$ cat src/rtl/boot_sequencer.sv
// Reset and boot-phase sequencer: walks the loader, memories, UART and core through
// power-on, program load, settle, run, halt and loader-fault phases.
module boot_sequencer #(
   parameter int POR_CYCLES    = 15,
   parameter int SETTLE_CYCLES = 4,
   parameter int LOAD_TIMEOUT  = 0,
   parameter int COUNT_WIDTH   = 16
) (
   input  logic       clk,
   input  logic       reset,
   input  logic       pl_completed,
   input  logic       core_halted,
   input  logic       reload_req,
   output logic       pl_reset,
   output logic       inst_mem_reset,
   output logic       uart_reset,
   output logic       core_reset,
   output logic       main_mem_reset,
   output logic [2:0] phase,
   output logic       fault,
   output logic [7:0] boot_count
);

   typedef enum logic [2:0] {
      ST_POR    = 3'd0,
      ST_LOAD   = 3'd1,
      ST_SETTLE = 3'd2,
      ST_RUN    = 3'd3,
      ST_HALTED = 3'd4,
      ST_FAULT  = 3'd5
   } state_t;

   localparam logic [COUNT_WIDTH-1:0] CNT_ONE    = COUNT_WIDTH'(1);
   localparam logic [COUNT_WIDTH-1:0] CNT_ZERO   = COUNT_WIDTH'(0);
   localparam logic [COUNT_WIDTH-1:0] POR_LOAD   = COUNT_WIDTH'(POR_CYCLES);
   localparam logic [COUNT_WIDTH-1:0] SETL_LOAD  = COUNT_WIDTH'(SETTLE_CYCLES);
   localparam logic [COUNT_WIDTH-1:0] TMO_LOAD   = COUNT_WIDTH'(LOAD_TIMEOUT);
   localparam bit                     TIMEOUT_EN = (LOAD_TIMEOUT != 0);
   localparam bit                     SKIP_SETL  = (SETTLE_CYCLES == 0);

   state_t                 state_r;
   state_t                 state_next_s;
   logic [COUNT_WIDTH-1:0] cnt_r;
   logic [COUNT_WIDTH-1:0] cnt_next_s;

   // Reset vector per phase, ordered {pl, inst_mem, uart, core, main_mem}.
   function automatic logic [4:0] resets_for(input state_t s);
      logic [4:0] r;
      case (s)
         ST_POR:    r = 5'b11111;
         ST_LOAD:   r = 5'b00011;
         ST_SETTLE: r = 5'b00011;
         ST_RUN:    r = 5'b00000;
         ST_HALTED: r = 5'b00000;
         ST_FAULT:  r = 5'b10011;
         default:   r = 5'b11111;
      endcase
      return r;
   endfunction

   // Next-state and phase-counter logic; the counter reloads on every state entry.
   always_comb begin
      state_next_s = state_r;
      cnt_next_s   = cnt_r;
      case (state_r)
         ST_POR: begin
            if (cnt_r == CNT_ONE) begin
               state_next_s = ST_LOAD;
               cnt_next_s   = TMO_LOAD;
            end else begin
               cnt_next_s = cnt_r - CNT_ONE;
            end
         end
         ST_LOAD: begin
            // Completion is checked first so it wins over a same-cycle timeout.
            if (pl_completed) begin
               if (SKIP_SETL) begin
                  state_next_s = ST_RUN;
                  cnt_next_s   = CNT_ZERO;
               end else begin
                  state_next_s = ST_SETTLE;
                  cnt_next_s   = SETL_LOAD;
               end
            end else if (TIMEOUT_EN && (cnt_r == CNT_ONE)) begin
               state_next_s = ST_FAULT;
               cnt_next_s   = CNT_ZERO;
            end else if (TIMEOUT_EN) begin
               cnt_next_s = cnt_r - CNT_ONE;
            end else begin
               cnt_next_s = cnt_r;
            end
         end
         ST_SETTLE: begin
            if (cnt_r == CNT_ONE) begin
               state_next_s = ST_RUN;
               cnt_next_s   = CNT_ZERO;
            end else begin
               cnt_next_s = cnt_r - CNT_ONE;
            end
         end
         ST_RUN: begin
            if (reload_req) begin
               state_next_s = ST_POR;
               cnt_next_s   = POR_LOAD;
            end else if (core_halted) begin
               state_next_s = ST_HALTED;
               cnt_next_s   = CNT_ZERO;
            end else begin
               state_next_s = ST_RUN;
            end
         end
         ST_HALTED, ST_FAULT: begin
            if (reload_req) begin
               state_next_s = ST_POR;
               cnt_next_s   = POR_LOAD;
            end else begin
               state_next_s = state_r;
            end
         end
         default: begin
            state_next_s = ST_POR;
            cnt_next_s   = POR_LOAD;
         end
      endcase
   end

   // State, counter and registered output decode.
   always_ff @(posedge clk or negedge reset) begin
      if (!reset) begin
         state_r        <= ST_POR;
         cnt_r          <= POR_LOAD;
         pl_reset       <= 1'b1;
         inst_mem_reset <= 1'b1;
         uart_reset     <= 1'b1;
         core_reset     <= 1'b1;
         main_mem_reset <= 1'b1;
         fault          <= 1'b0;
         boot_count     <= 8'd0;
      end else begin
         state_r <= state_next_s;
         cnt_r   <= cnt_next_s;
         {pl_reset, inst_mem_reset, uart_reset, core_reset, main_mem_reset} <= resets_for(state_next_s);
         fault   <= (state_next_s == ST_FAULT);
         if ((state_next_s == ST_RUN) && (state_r != ST_RUN) && (boot_count != 8'hFF)) begin
            boot_count <= boot_count + 8'd1;
         end else begin
            boot_count <= boot_count;
         end
      end
   end

   assign phase = state_r;

endmodule
$ cat config.mk
export PLATFORM = sky130hd
export DESIGN_NAME = boot_sequencer
export DESIGN_NICKNAME = d
export VERILOG_FILES = /design/src/rtl/boot_sequencer.sv
export SDC_FILE = /design/constraint.sdc
export NUM_CORES = 1
export LEC_CHECK = 0
export CAP_MARGIN = 0
export CORE_UTILIZATION = 50
export DETAILED_ROUTE_END_ITERATION = 12
export GPL_ROUTABILITY_DRIVEN = 0
export GPL_TIMING_DRIVEN = 0
export PLACE_DENSITY = 0.73
export SYNTH_ARGS = -nofsm -noshare
export SYNTH_HDL_FRONTEND = slang
export SYNTH_SLANG_ARGS = --single-unit
$ cat constraint.sdc
create_clock -name clk -period 2.25 [get_ports clk]
set_input_delay 0.225 -clock clk [delete_from_list [all_inputs] [get_ports clk]]
set_output_delay 0.225 -clock clk [all_outputs]
set_load 0.02 [all_outputs]
**Word level (Yosys, flattened, before mapping)**

Cells that the tools add are included.

- Bits in registers: 33
- Input port bits: 5
- Output and inout bits: 17
- Word-level logic and storage cells: 49

- $add $sub $neg: 2
- Equality and inequality tests: 16
- Muxes and demuxes: 14
- Reductions and logical operators: 8

Operators with widths:

| cell | count |
|---|---|
| 16-bit 2-to-1 mux | 5 |
| 16-bit one-hot mux with 4 select lines | 1 |
| 3-bit 2-to-1 mux | 6 |
| 16-bit by 1-bit == test with 1-bit output (second input constant) | 1 |
| 16-bit by 1-bit subtractor with 16-bit output (second input constant) | 1 |
| 3-bit one-hot mux with 5 select lines | 1 |
| 5-bit one-hot mux with 3 select lines | 1 |
| 3-bit by 2-bit == test with 1-bit output (second input constant) | 4 |
| 3-bit == test (second input constant) | 4 |
| 8-bit by 1-bit adder with 8-bit output (second input constant) | 1 |
| 8-bit inequality test (second input constant) | 1 |
| 2-bit OR reduction | 4 |
| 3-bit by 1-bit == test with 1-bit output (second input constant) | 2 |
| 2-bit inequality test (second input constant) | 2 |
| 3-bit zero test | 1 |
| 3-bit by 2-bit inequality test with 1-bit output (second input constant) | 1 |
| 3-bit inequality test (second input constant) | 1 |
| 3-bit AND reduction | 1 |
| 1-bit logical AND | 2 |

**Longest topological paths before layout**

Gate-level depths: netlist of the first run.

- Depth after elaboration: 6
- Mapped depth: 8
- Depth with buffers taken out: 7

**Worst setup path after synthesis of the first run**

Ideal clock, no wire load.

- Kind: flip-flop to flip-flop
- Start: register cnt_r[0]
- End: register boot_count[1]
- Setup time: 0.125 ns
- Data arrival time: 1.814 ns
- Setup slack: 0.312 ns
- Cell stages (with the launch flop): 6
- Path buffers: 0
- Clock period less this slack: 1.938 ns
- Path through: dfstp_2 > ha_1 > nor4b_1 > and4_4 > o2111a_2 > mux2_2

- Word-level cells in the longest chain between the ends: 6
- Elaborated cells between the ends (all ways): 7

Ends and longest elaborated chain:

| what | line | RTL |
|---|---|---|
| start, declared | 43 | `logic [COUNT_WIDTH-1:0] cnt_r;` |
| start signal, assigned | 141 | `cnt_r <= cnt_next_s;` |
| 16-bit by 1-bit == test with 1-bit output * | 67, 94 |  |
| 3-bit 2-to-1 mux (on tied branches) | 94, 67 |  |
| 3-bit one-hot mux with 5 select lines * | 65 | `case (state_r)` |
| 3-bit by 2-bit == test with 1-bit output * | 144 | `if ((state_next_s == ST_RUN) && (state_r != ST_RUN) && (boot_count != 8'hFF)) begin` |
| 1-bit logical AND * (2 in series) | 144 |  |
| end signal, assigned | 145 | `boot_count <= boot_count + 8'd1;` |
| end signal, assigned | 147 | `boot_count <= boot_count;` |
| end, declared | 21 | `output logic [7:0] boot_count` |

Every way passes the cells marked *; elsewhere a longest branch is shown, timed or not.
A chain may end at the register's enable or synchronous reset.

**Worst setup path after layout of the first run**

Ends and elaborated chain as after synthesis.

==> results.md, run 1 <==
| Group | Metric | This run |
|---|---|---|
| timing | Slew of the pin with the lowest slew margin | 0.6682 ns |
| pwr | Net switching share of the total power | 20.91% |
| placed design | Setup slack at placement | 0.09319 ns |
| pwr | Static Leak | 0.0008405 µW |
| floorplanning | Floorplan die width | 60.43 µm |
| timing | Least setup slack across all paths after layout | 0.1876 ns |
| yosys | Leading post-synthesis cells by cell area | sky130_fd_sc_hd__dfrtp_1 (35%), sky130_fd_sc_hd__dfstp_2 (11%), sky130_fd_sc_hd__o21ai_0 (3.5%) |
| yosys | Number of warning messages in the yosys log | 0 |
| finish | Area added between synthesis and finish | 20.23% |
| critical path | CP cell instances | ha_1 > nor4b_2 > and4_4 > o2111a_2 > mux2_2 |
| timing | Min Tclk post-route | 2.062 ns |
| clocking | Clock tree from TritonCTS | yes |
| timing | Setup Skew | 0.002646 ns |
| clocking | Deepest level of the CTS H-tree | 2 |
| timing | Share of the cycle needed by the critical path after routing | 91.66% |
| pwr | Internal power summed over all cells | 747.7 µW |
| yosys | Synthesized area divided by synthesized cell count | 10.04 µm² |
| critical path | CP Max Fanout | 6 |
| finish | Number of nets in the layout | 207 |
| pwr | Portion of total power attributed to combinational logic | 2.1% |
| yosys | Synth Net Count | 178 |
| route | Total DRC errors in the routed layout | 0 |
| floorplanning | Core region area | 3153 µm² |
| clocking | Number of CTS-inserted buffers | 5 |
| critical path | Nature of the critical path endpoint | register |
| route | DR vias/cell | 5.795 |
| yosys | Synth Cell Area | 1707 µm² |
| hold path | Worst hold-check path type | in -> async |
| yosys | Primary flip-flop cell chosen by synthesis mapping | sky130_fd_sc_hd__dfrtp_1 |
| route | Via total after detailed routing | 1414 |
| critical path | Arrival time at the worst endpoint | 2.28 ns |
| floorplanning | Die footprint | 3651 µm² |
| timing | Worst max-slew margin expressed relative to the limit | 55.45% |
| yosys | Top cell type by total area after synthesis | sky130_fd_sc_hd__dfrtp_1 |
| critical path | Slowest cell on the critical path | sky130_fd_sc_hd__dfstp_2 |
| timing | Final number of setup-violating endpoints | 0 |
| critical path | Critical path start-end classification | reg -> reg |
| yosys | Top-area cell type share of the netlist area | 35.19% |
| grt | Global routing usage summed across all routing layers | 21.57% |
| pwr | Share of power burned in the clock network | 38.9% |
| pwr | Total Power Consumption | 945.4 µW |
| pwr | Net switching component of the power | 197.7 µW |
| yosys | Async set-or-reset flop fraction in the synthesized netlist | 100.0% |
| floorplanning | Std cell rows | 20 |
| floorplanning | Die outline height | 60.43 µm |
| timing | Final setup TNS | 0 ns |
| critical path | Data required time of the worst path | 2.47 ns |
| yosys | Instance count of the mapped netlist | 170 |
| grt | Via count of the first global-routing pass | 1275 |
| floorplanning | Starting utilization of the core area | 54.13% |
| route | Routed wirelength normalized by instance count | 14.18 µm |
| timing | Number of slew-limit violations in the final report | 0 |
| critical path | CP peak stage delay | 0.60 ns |
| route | DRC marker count from the first detailed-route iteration | 106 |
| route | Drt total wl | 3.461 mm |
| yosys | Sequential area share after synthesis | 45.97% |
| grt | First-pass GRT wire length | 5.789 mm |
| pwr | Worst supply voltage drop on vdd | 0.0002885 V |
| floorplanning | Boundary pin count | 22 |
| clocking | Clock transition at path regs | 0.09 ns |
| clocking | Post CTS Setup Buffer Count | 0 |
| pwr | Areal power density over the cells | 460.7 nW/µm² |
| route | Drt first pass iters | 4 |
| critical path | Kind of launch point of the worst setup path | register |
| status | Outcome | completed |
| grt | Initial antenna violation count | 0 |
| clocking | CTS sink cnt | 31 |
| grt | Sum of overflow across all layers after global routing | 0 |
| timing | Count of final hold-check violations | 0 |
| yosys | Post-synth EDFFs | 0 |
| route | Number of nets with antenna violations after detailed routing | 0 |
| yosys | Number of distinct library cells after synthesis | 47 |
| yosys | Synthesized flop and latch total | 31 |
| finish | Share of cells above drive strength 1 | 20.50% |
| clocking | Maximum buffer depth of the clock tree | 2 |
| placed design | Detailed placement HPWL | 2.398 mm |
| clocking | Source-to-sink clock delay at the later pin of the worst-skew pair | 0.33 ns |
| placed design | Number of buffers inserted by port buffering | 21 |
| finish | N_diodes | 0 |
| timing | Top achievable clock speed | 484.9 MHz |
| grt | Pin count of the biggest net entering global routing | 32 |
| run | Max capacitance violation total | 0 |
| timing | RSZ-0062 raised after global routing | false |
| clocking | CTS Root Cell | sky130_fd_sc_hd__clkbuf_4 |
| pwr | Sequential fraction of design power | 59.0% |
## routing by layer
metal | track usage (%) | vias up | wire length [µm]
li1 | - | 683 | -
met5 | 0 | - | 0
met3 | 4.478 | 6 | 132
met2 | 34.69 | 35 | 1644
met1 | 28.55 | 690 | 1633
met4 | 8.766 | 0 | 51
## final cells by class
type / count / area, µm²
fillers: 276 / 1101
well taps: 44 / 55.05
flip-flops and latches: 31 / 784.5
clock buffers: 8 / 68.82
plain buffers: 11 / 75.07
multi-input cells: 124 / 838.3
inverters: 4 / 15.01
repair buffers: 22 / 215.2
## cells by family (layout without fill, tap and decap cells)
family                   Yosys count  in the layout  share of synthesized area (%)
AND/OR/NAND/NOR                   69             69                          24.05
buffers and inverters             15             45                          5.278
adder cells (fa/ha/maj)            3              3                          2.200
AO/OA/AOI/OAI                     42             42                          16.72
flip-flops                        31             31                          45.97
multiplexers                       5              5                          3.226
XOR/XNOR                           5              5                          2.566
## power by group through the flow
stage	logic, µW	registers [µW]	clock network [µW]
2_1_floorplan	0.656	568	0
3_3_place_gp	20.4	568	0
3_5_place_dp	20.7	568	0
4_1_cts	20.7	557	383
5_1_grt	23.4	558	403
6_report	20.3	557	368
## critical path: cells and delay by family, from the launching register on
kind	cells	cell delay, ns
compound gates	1	0.27
fa+ha+maj	1	0.16
flops	1	0.60
mux	1	0.34
simple gates	2	0.59
## cells in the mapped netlist (4+ instances only)
cell and count:
sky130_fd_sc_hd__dfrtp_1 24, sky130_fd_sc_hd__nand2_1 14, sky130_fd_sc_hd__o21ai_0 12, sky130_fd_sc_hd__nor2_1 10
sky130_fd_sc_hd__nor3_1 9, sky130_fd_sc_hd__nand3_1 8, sky130_fd_sc_hd__a31oi_1 7, sky130_fd_sc_hd__dfstp_2 7
sky130_fd_sc_hd__a21oi_1 4, sky130_fd_sc_hd__a22o_1 4, sky130_fd_sc_hd__inv_1 4, sky130_fd_sc_hd__mux2_2 4
sky130_fd_sc_hd__nand2b_1 4, sky130_fd_sc_hd__nor4_1 4, sky130_fd_sc_hd__xnor2_1 4
## sequential cells by signal, indices dropped and copies added, names as in the netlist
name	flops
phase	3
pl_reset	1
boot_count	8
cnt_r	16
fault	1
core_reset	1
inst_mem_reset	1
## cells in the final DEF, fill, tap and decap left out, drive strengths merged, types with 2 or more instances in the layout
master,netlist,routed
o2bb2ai,3,3
dfrtp,24,24
and3,3,3
nor4b,2,2
xnor2,4,4
nor3,9,9
nand2b,5,5
mux2,4,4
clkdlybuf4s50,0,20
clkbuf,3,11
nor4,7,7
nor3b,2,2
a21o,2,2
dfstp,7,7
buf,8,9
nand2,14,14
nand3,8,8
a21oi,4,4
ha,3,3
o21ai,13,13
o21a,3,3
nor2,10,10
or2,2,2
a22o,4,4
a31oi,7,7
inv,4,4
## timing repair
action / CTS / global route
gates resized for setup: 0 / 1
hold buffers: 0 / 1
hold endpoints to repair: 0 / 24
setup endpoints to repair: 0 / 6
## metrics by stage
stage | hold WS [ns] | area [µm²] | util (%) | cells
final | 0.4598 | 2052 | 65.08 | 244
after global routing | 0.5247 | 2052 | 65.08 | 244
after CTS | 0.4876 | 2041 | 64.72 | 243
after detailed placement | 0.4749 | 1972 | 62.54 | 235
after global placement | 0.4671 | 1972 | 62.54 | 235
after floorplan | -0.07059 | 1707 | - | 170
## worst paths after layout
check / cells after the start / to / slack, ns / start
max in group asynchronous: 2 / cnt_r[7] / 1.36 / reset
setup / recovery: 5 / boot_count[1] / 0.19 / cnt_r[0]
hold reg to reg: 1 / cnt_r[15] / 0.50 / cnt_r[15]
min in group clk: 1 / cnt_r[15] / 0.50 / cnt_r[15]
hold / removal: 2 / phase[2] / 0.46 / reset
setup reg to reg: 5 / boot_count[1] / 0.19 / cnt_r[0]
(Power assumes the default switching activity.)
==> run 2: changes to the inputs <==
--- a/config.mk
+++ b/config.mk
@@ -7,2 +7,3 @@
 export LEC_CHECK = 0
+export ABC_AREA = 1
 export CAP_MARGIN = 0
@@ -12,3 +13,3 @@
 export GPL_TIMING_DRIVEN = 0
-export PLACE_DENSITY = 0.73
+export PLACE_DENSITY = 0.72
 export SYNTH_ARGS = -nofsm -noshare
--- a/constraint.sdc
+++ b/constraint.sdc
@@ -3,2 +3,2 @@
 set_output_delay 0.225 -clock clk [all_outputs]
-set_load 0.02 [all_outputs]
+set_load 0.01 [all_outputs]
==> run 2 against run 1 <==
Final cell count up 39%. First-iteration DRC count increased by 10%. Via count grew 25%. Hold slack got worse by 0.48 ns. Power increased by 150%. Critical endpoint is now uart_reset. Routed wire length increased by 22%. Non-clock buffer count down 7. Count of clock-buffer cells in the layout decreased by 2. The run now ends with hold timing left.
==> results.md, run 2 <==
| Group | Metric | This run | vs previous |
|---|---|---|---|
| status | Outcome | finished, violations left |  |
| status | Failing checks | hold timing |  |
| yosys | Synthesized flop and latch total | 31 | unchanged |
| yosys | Synth Cell Area | 1947 µm² | +14% |
| critical path | Kind of launch point of the worst setup path | register |  |
| finish | Filler cell count | 354 | +28% |
| grt | Initial antenna violation count | 0 | unchanged |
| yosys | Number of warning messages in the yosys log | 0 | unchanged |
| yosys | Synthesized area divided by synthesized cell count | 7.403 µm² | -26% |
| finish | Number of nets in the layout | 299 | +44% |
| finish | Register containing the most flip-flops in the final layout | cnt_r |  |
| critical path | CP Max Fanout | 2 | -4 |
| floorplanning | Starting utilization of the core area | 52.78% | -1.3 points |
| finish | Final standard cell area without fillers | 2330 µm² | +14% |
| timing | Setup Skew | 0.004163 ns | +0.001517 ns |
| yosys | Post-synth EDFFs | 0 | unchanged |
| pwr | Net switching share of the total power | 38.44% | +18 points |
| grt | Most used routing layer in global routing | met2 |  |
| pwr | Sequential fraction of design power | 39.7% | -19 points |
| clocking | Number of cells upsized or downsized after cts | 0 | unchanged |
| grt | Pin count of the biggest net entering global routing | 32 | unchanged |
| yosys | Async set-or-reset flop fraction in the synthesized netlist | 100.0% | unchanged |
| clocking | Clock transition at path regs | 0.06 ns | -0.03 ns |
| yosys | Top-count cell post-synth | sky130_fd_sc_hd__nand2_1 |  |
| clocking | Cts hold-fix bufs | 0 | unchanged |
| pwr | Share of power burned in the clock network | 24.2% | -15 points |
| finish | N_diodes | 0 | unchanged |
| route | Routed wirelength normalized by instance count | 12.38 µm | -13% |
| grt | Met3 Use GR | 5.179% | +0.70 points |
| yosys | Most frequent cells after synthesis | sky130_fd_sc_hd__nand2_1 (76), sky130_fd_sc_hd__nor2_1 (34), sky130_fd_sc_hd__inv_1 (27) |  |
| floorplanning | Die outline height | 64.40 µm | +6.6% |
| critical path | Data required time of the worst path | 2.03 ns | -0.44 ns |
| timing | Number of slew-limit violations in the final report | 0 | unchanged |
| clocking | Number of CTS-inserted buffers | 5 | unchanged |
| clocking | Clock tree from TritonCTS | yes |  |
| pwr | Static Leak | 0.001111 µW | +32% |
| pwr | Areal power density over the cells | 1009 nW/µm² | +120% |
| yosys | Top cell type by total area after synthesis | sky130_fd_sc_hd__dfrtp_1 |  |
| finish | Non-filler instance count after layout | 340 | +39% |
| clocking | Deepest level of the CTS H-tree | 2 | unchanged |
| finish | Final cell utilization of the core | 63.16% | -1.9 points |
| timing | Final number of setup-violating endpoints | 0 | unchanged |
| grt | Sum of overflow across all layers after global routing | 0 | unchanged |
| timing | Count of final hold-check violations | 24 | +24 |
| yosys | Top-area cell type share of the netlist area | 30.85% | -4.3 points |
| yosys | Number of distinct library cells after synthesis | 27 | -43% |
| finish | Multi-input logic area | 1008 µm² | +20% |
| run | Max capacitance violation total | 0 | unchanged |
| timing | Worst max-slew margin expressed relative to the limit | 54.96% | -0.49 points |
| timing | Min Tclk post-route | 1.648 ns | -0.4140 ns |
| route | Total DRC errors in the routed layout | 0 | unchanged |
| route | DRC marker count from the first detailed-route iteration | 117 | +10% |
| finish | Storage cell area | 784.5 µm² | unchanged |
| pwr | Portion of total power attributed to combinational logic | 36.1% | +34 points |
| finish | Commonest non-fill, non-tap cell in the layout | sky130_fd_sc_hd__nand2_1 |  |
| grt | Met1 Resource Use GR | 31.82% | +3.3 points |
| hold path | Worst hold-check path type | in -> async |  |
| floorplanning | Die footprint | 4147 µm² | +14% |
| timing | Slew of the pin with the lowest slew margin | 0.6755 ns | +0.007304 ns |
| finish | Area added between synthesis and finish | 19.67% |  |
| yosys | Leading post-synthesis cells by cell area | sky130_fd_sc_hd__dfrtp_1 (31%), sky130_fd_sc_hd__nand2_1 (15%), sky130_fd_sc_hd__dfstp_2 (9.4%) |  |
| floorplanning | Core region area | 3689 µm² | +17% |
| finish | Share of cells above drive strength 1 | 15.75% | -4.7 points |
| critical path | Count of cells along the worst register-to-register path | 8 | +3 |
| critical path | Critical path start-end classification | reg -> out |  |
| pwr | Worst supply voltage drop on vdd | 0.0007700 V | +170% |
| timing | Top achievable clock speed | 606.7 MHz | +25% |
| floorplanning | Boundary pin count | 22 | unchanged |
| grt | First-pass GRT wire length | 7.465 mm | +29% |
| clocking | Source-to-sink clock delay at the later pin of the worst-skew pair | 0.28 ns | -0.05 ns |
| pwr | Internal power summed over all cells | 1447 µW | +94% |
| finish | Max reg flops | 16 | unchanged |
| grt | Via count of the first global-routing pass | 1695 | +33% |
| clocking | CTS sink cnt | 31 | unchanged |
| placed design | Cell Count Post-Placement | 332 | +41% |
| timing | Hold WS | -0.02188 ns | -0.4817 ns |
| yosys | Synth Net Count | 271 | +52% |
| placed design | Number of buffers inserted by port buffering | 21 | unchanged |
| route | DR vias/cell | 5.206 | -10% |
| placed design | Placed Instance Area | 2212 µm² | +12% |
| placed design | Detailed placement HPWL | 3.114 mm | +30% |
| yosys | Instance count of the mapped netlist | 263 | +55% |
| critical path | Nature of the critical path endpoint | primary output |  |
| floorplanning | Std cell rows | 22 | +10% |
| clocking | Post CTS Setup Buffer Count | 0 | unchanged |
| yosys | Sequential area share after synthesis | 40.30% | -5.7 points |
| timing | Share of the cycle needed by the critical path after routing | 73.26% | -18 points |
| clocking | CTS Root Cell | sky130_fd_sc_hd__clkbuf_8 |  |
| grt | Global routing usage summed across all routing layers | 23.68% | +2.1 points |
| timing | RSZ-0062 raised after global routing | false |  |
| finish | Commonest cells after routing, fill and taps aside | sky130_fd_sc_hd__nand2_1 (76), sky130_fd_sc_hd__nor2_1 (34), sky130_fd_sc_hd__inv_1 (27) |  |
| route | Drt total wl | 4.209 mm | +22% |
| pwr | Net switching component of the power | 903.6 µW | +360% |
| route | Number of nets with antenna violations after detailed routing | 0 | unchanged |
| critical path | Arrival time at the worst endpoint | 1.42 ns | -0.86 ns |
| route | Drt first pass iters | 5 | +1 |
| route | Via total after detailed routing | 1770 | +25% |
| floorplanning | Floorplan die width | 64.40 µm | +6.6% |
| clocking | Maximum buffer depth of the clock tree | 2 | unchanged |
| timing | Final setup TNS | 0 ns | unchanged |
| yosys | Primary flip-flop cell chosen by synthesis mapping | sky130_fd_sc_hd__dfrtp_1 |  |
| grt | M2 GR Usage | 36.71% | +2.0 points |
[run 2: cell types whose count changed in the layout (fill, tap and decap cells not counted), sizes merged, moves of 5 or more]
cell / delta
nand2: +64
nor2: +32
inv: +25
nand4: +21
nand3: +14
nor3: -9
a31oi: -7
nor4: -7
o21ai: +6
nand2b: -5
[run 2: worst max-delay path, cell delays in order, from the launching register on]
cell and delay, ns:
sky130_fd_sc_hd__dfstp_2 0.53, sky130_fd_sc_hd__buf_4 0.10, sky130_fd_sc_hd__clkdlybuf4s50_1 0.52
[run 2: power by group through the flow]
stage                     registers (µW)  clock network [µW]  logic (µW)
after floorplan                      904                   0         655
after detailed placement             938                   0         851
final                                933                 569         849
after CTS                            931                 582         855
after global routing                 956                 601         994
after global placement               936                   0         830
[run 2: cell type report]
cell class | instances | area share (%)
multi-input combinational | 197 | 43.29
sequential | 31 | 33.67
timing repair buffer | 21 | 8.808
inverter | 30 | 4.834
clock buffer | 6 | 3.545
tap | 48 | 2.578
buffer | 5 | 1.772
clock inverter | 2 | 1.504
[run 2: stage by stage]
step	setup slack [ns]	total power, µW	hold slack, ns
3_3_place_gp	0.3479	1766	0.5179
6_report	0.6016	2351	-0.02188
5_1_grt	0.5017	2552	0.03610
3_5_place_dp	0.6577	1789	0.3220
2_1_floorplan	0.8375	1558	-0.07059
4_1_cts	0.5840	2368	0.01154
[run 2: kinds of logic after synthesis]
group / synth area share [%]
AND/OR/NAND/NOR: 39.27
buffers and inverters: 7.904
flip-flops: 40.30
AO/OA/AOI/OAI: 7.905
XOR/XNOR: 2.699
adder cells (fa/ha/maj): 1.928
[run 2: path summary, 6_finish.rpt]
kind	start	endpoint	slack [ns]
min reg2reg	boot_count[1]	boot_count[1]	0.53
max reg2reg	cnt_r[0]	boot_count[6]	0.66
min	reset	boot_count[7]	-0.02
min in group clk	boot_count[1]	boot_count[1]	0.53
max in group asynchronous	reset	boot_count[1]	1.84
max	inst_mem_reset	uart_reset	0.60
[run 2: per-layer routing]
metal | share of wire [%] | up-vias
met5 | 0 | -
met4 | 1.0 | 0
met3 | 3.6 | 5
met2 | 45 | 33
met1 | 50 | 820
li1 | - | 912
==> run 3: changes to the inputs <==
clock period = 1.55 ns   (was 2.25 ns; I/O delays follow)
==> run 3 against run 2 <==
The flow now finishes without violations. Clock power up 46%. Non-clock buffer count up 6. Clock skew about the same. Sequential power up 48%. Final area up 6.0%. Die area unchanged. Via count up 3.0%. Register-to-register slack worse by 0.61 ns. Global-route usage up 0.46 points. Critical endpoint is now phase[0].
==> results.md, run 3 (synthesized netlist as in run 2, its figures left out) <==
| Group | Metric | This run | vs previous |
|---|---|---|---|
| status | Outcome | completed |  |
| clocking | Clock transition at path regs | 0.07 ns | about the same |
| timing | Worst max-slew margin expressed relative to the limit | 54.96% | about the same |
| route | Routed wirelength normalized by instance count | 12.56 µm | +1.5% |
| placed design | Setup slack at placement | -0.03996 ns | -0.6977 ns |
| route | Drt first pass iters | 4 | -1 |
| pwr | Worst supply voltage drop on vdd | 0.001085 V | +41% |
| route | Total DRC errors in the routed layout | 0 | unchanged |
| critical path | Arrival time at the worst endpoint | 1.38 ns | -0.04 ns |
| route | Drt total wl | 4.360 mm | +3.6% |
| pwr | Areal power density over the cells | 1429 nW/µm² | +42% |
| timing | Slew of the pin with the lowest slew margin | 0.6756 ns | +0.00009984 ns |
| route | Number of nets with antenna violations after detailed routing | 0 | unchanged |
| timing | Share of the cycle needed by the critical path after routing | 99.32% |  |
| clocking | Source-to-sink clock delay at the later pin of the worst-skew pair | 0.29 ns | about the same |
| critical path | Slowest cell on the critical path | sky130_fd_sc_hd__clkdlybuf4s50_1 |  |
| floorplanning | Std cell rows | 22 | unchanged |
| route | Via total after detailed routing | 1823 | +3.0% |
| floorplanning | Boundary pin count | 22 | unchanged |
| floorplanning | Floorplan die width | 64.40 µm | unchanged |
| finish | Max reg flops | 16 | unchanged |
| clocking | CTS Root Cell | sky130_fd_sc_hd__clkbuf_8 |  |
| clocking | Deepest level of the CTS H-tree | 2 | unchanged |
| placed design | Detailed placement HPWL | 3.114 mm | unchanged |
| clocking | Clock tree from TritonCTS | yes |  |
| critical path | Nature of the critical path endpoint | primary output |  |
| grt | Sum of overflow across all layers after global routing | 0 | unchanged |
| timing | Setup Skew | 0.003848 ns | -0.0003141 ns |
| hold path | Worst hold-check path type | in -> async |  |
| pwr | Static Leak | 0.001164 µW | +4.8% |
| route | DR vias/cell | 5.254 | +0.92% |
| critical path | CP Max Fanout | 6 | +4 |
| floorplanning | Die footprint | 4147 µm² | unchanged |
| finish | Share of cells above drive strength 1 | 22.07% | +6.3 points |
| clocking | Maximum buffer depth of the clock tree | 2 | unchanged |
| clocking | CTS sink cnt | 31 | unchanged |
| finish | Number of nets in the layout | 306 | +2.3% |
| critical path | CP cell instances | clkdlybuf4s50_1 |  |
| grt | Initial antenna violation count | 0 | unchanged |
| grt | Via count of the first global-routing pass | 1737 | +2.5% |
| critical path | Worst flop-to-flop path startpoint | cnt_r[0] |  |
| clocking | Number of CTS-inserted buffers | 5 | unchanged |
| finish | Final cell utilization of the core | 66.96% | +3.8 points |
| critical path | Count of cells along the worst register-to-register path | 10 | +2 |
| finish | Register containing the most flip-flops in the final layout | cnt_r |  |
| placed design | Number of buffers inserted by port buffering | 21 | unchanged |
| critical path | Bufs and invs on worst path | 1 | -1 |
| critical path | Kind of launch point of the worst setup path | register |  |
| grt | Pin count of the biggest net entering global routing | 32 | unchanged |
| route | DRC marker count from the first detailed-route iteration | 75 | -36% |
| timing | Least setup slack across all paths after layout | 0.01048 ns | -0.5911 ns |
| timing | Final number of setup-violating endpoints | 0 | unchanged |
| finish | N_diodes | 0 | unchanged |
| critical path | Worst R2R Setup Slack | 0.05 ns | -0.61 ns |
| timing | Min Tclk post-route | 1.540 ns |  |
| critical path | Data required time of the worst path | 1.39 ns | -0.64 ns |
| finish | Commonest cells after routing, fill and taps aside | sky130_fd_sc_hd__nand2_1 (70), sky130_fd_sc_hd__nor2_1 (32), sky130_fd_sc_hd__inv_1 (26) |  |
| grt | First-pass GRT wire length | 7.638 mm | +2.3% |
| critical path | Endpoint of the lowest-slack register-to-register path | core_reset |  |
| critical path | CP peak stage delay | 0.60 ns | +0.07 ns |
| finish | Filler cell count | 328 | -7.3% |
| finish | Commonest non-fill, non-tap cell in the layout | sky130_fd_sc_hd__nand2_1 |  |
| run | Max capacitance violation total | 0 | unchanged |
| finish | Area added between synthesis and finish | 26.86% |  |
| critical path | Cell family contributing the most delay on the critical path | buffers and inverters |  |
| timing | Top achievable clock speed | 649.6 MHz |  |
| floorplanning | Die outline height | 64.40 µm | unchanged |
| timing | RSZ-0062 raised after global routing | true |  |
| timing | Number of slew-limit violations in the final report | 0 | unchanged |
| floorplanning | Starting utilization of the core area | 52.78% | unchanged |
| floorplanning | Core region area | 3689 µm² | unchanged |
| critical path | Critical path start-end classification | reg -> out |  |
| grt | Global routing usage summed across all routing layers | 24.14% | +0.46 points |
| timing | Count of final hold-check violations | 0 | -100% |
run 3: cell types whose count changed in the layout (fill, tap and decap cells not counted), sizes merged:
cell           previous run  this run
dlygate4sd3               0         1
buf                       5        10
nand2                    78        79
dlygate4sd2               0         2
clkdlybuf4s50            20        18
run 3: report_power, final:
group	total [µW]	leakage (µW)	internal, µW	switching [µW]
clock network	833	0.0000612	520	313
registers	1380	0.000387	1100	279
logic	1320	0.000716	527	794
total	3530	0.00116	2140	1390
run 3: worst max-delay path by stage:
| stage | from | end | slack, ns | cells after the start |
|---|---|---|---|---|
| after global placement | reset | cnt_r[4] | -0.28 | 1 |
| after detailed placement | cnt_r[0] | boot_count[6] | -0.04 | 8 |
| after CTS | cnt_r[1] | boot_count[6] | 0.009 | 9 |
| final | phase[0] | phase[0] | 0.01 | 1 |
| after floorplan | cnt_r[0] | boot_count[6] | 0.14 | 8 |
| after global routing | cnt_r[0] | core_reset | -0.06 | 10 |
run 3: cell type report:
class	instances	area, µm²	area share (%)
flip-flops and latches	31	787.0	31.86
well taps	48	60.06	2.432
inverters	30	112.6	4.559
plain buffers	5	42.54	1.722
clock buffers	6	82.58	3.343
multi-input cells	198	1087	44.02
repair buffers	27	262.8	10.64
clock inverters	2	35.03	1.418
run 3: stage by stage:
stage	hold WS (ns)	power (µW)	setup TNS, ns	area [µm²]	instances
after floorplan	-0.1406	2262	0	1947	263
after global placement	0.5179	2564	-6.924	2217	332
after detailed placement	0.2520	2597	-0.2151	2212	332
after CTS	0.4796	3445	0	2372	343
after global routing	0.5152	3828	-0.5110	2470	347
final	0.4367	3529	0	2470	347
run 3: routing by layer:
metal / part of all wire, % / vias to the layer above / wire [µm] / track usage [%]
met5: 0 / - / 0 / 0
met1: 49 / 851 / 2143 / 32.39
met2: 46 / 37 / 2002 / 37.63
li1: - / 928 / - / -
met3: 3.5 / 7 / 153 / 5.179
met4: 1.4 / 0 / 60 / 9.722
run 3: repair_timing:
item / CTS / global route
endpoints found under the setup margin: 16 / 21
cloned: 1 / 0
pin swaps: 2 / 6
hold buffers: 1 / 0
resized for setup: 5 / 18
endpoints found under the hold margin: 24 / 0
buffers inserted: 1 / 4
run 3: worst register-to-register path, stage by stage, from the launching register on:
cell and delay (ns):
sky130_fd_sc_hd__dfstp_2 0.57, sky130_fd_sc_hd__ha_4 0.14, sky130_fd_sc_hd__inv_1 0.04, sky130_fd_sc_hd__nor2_1 0.10, sky130_fd_sc_hd__nand2_1 0.07, sky130_fd_sc_hd__nor2_1 0.08
sky130_fd_sc_hd__nand3_1 0.15, sky130_fd_sc_hd__nand2_1 0.12, sky130_fd_sc_hd__nand2_1 0.06, sky130_fd_sc_hd__nand2_1 0.07, sky130_fd_sc_hd__inv_1 0.04
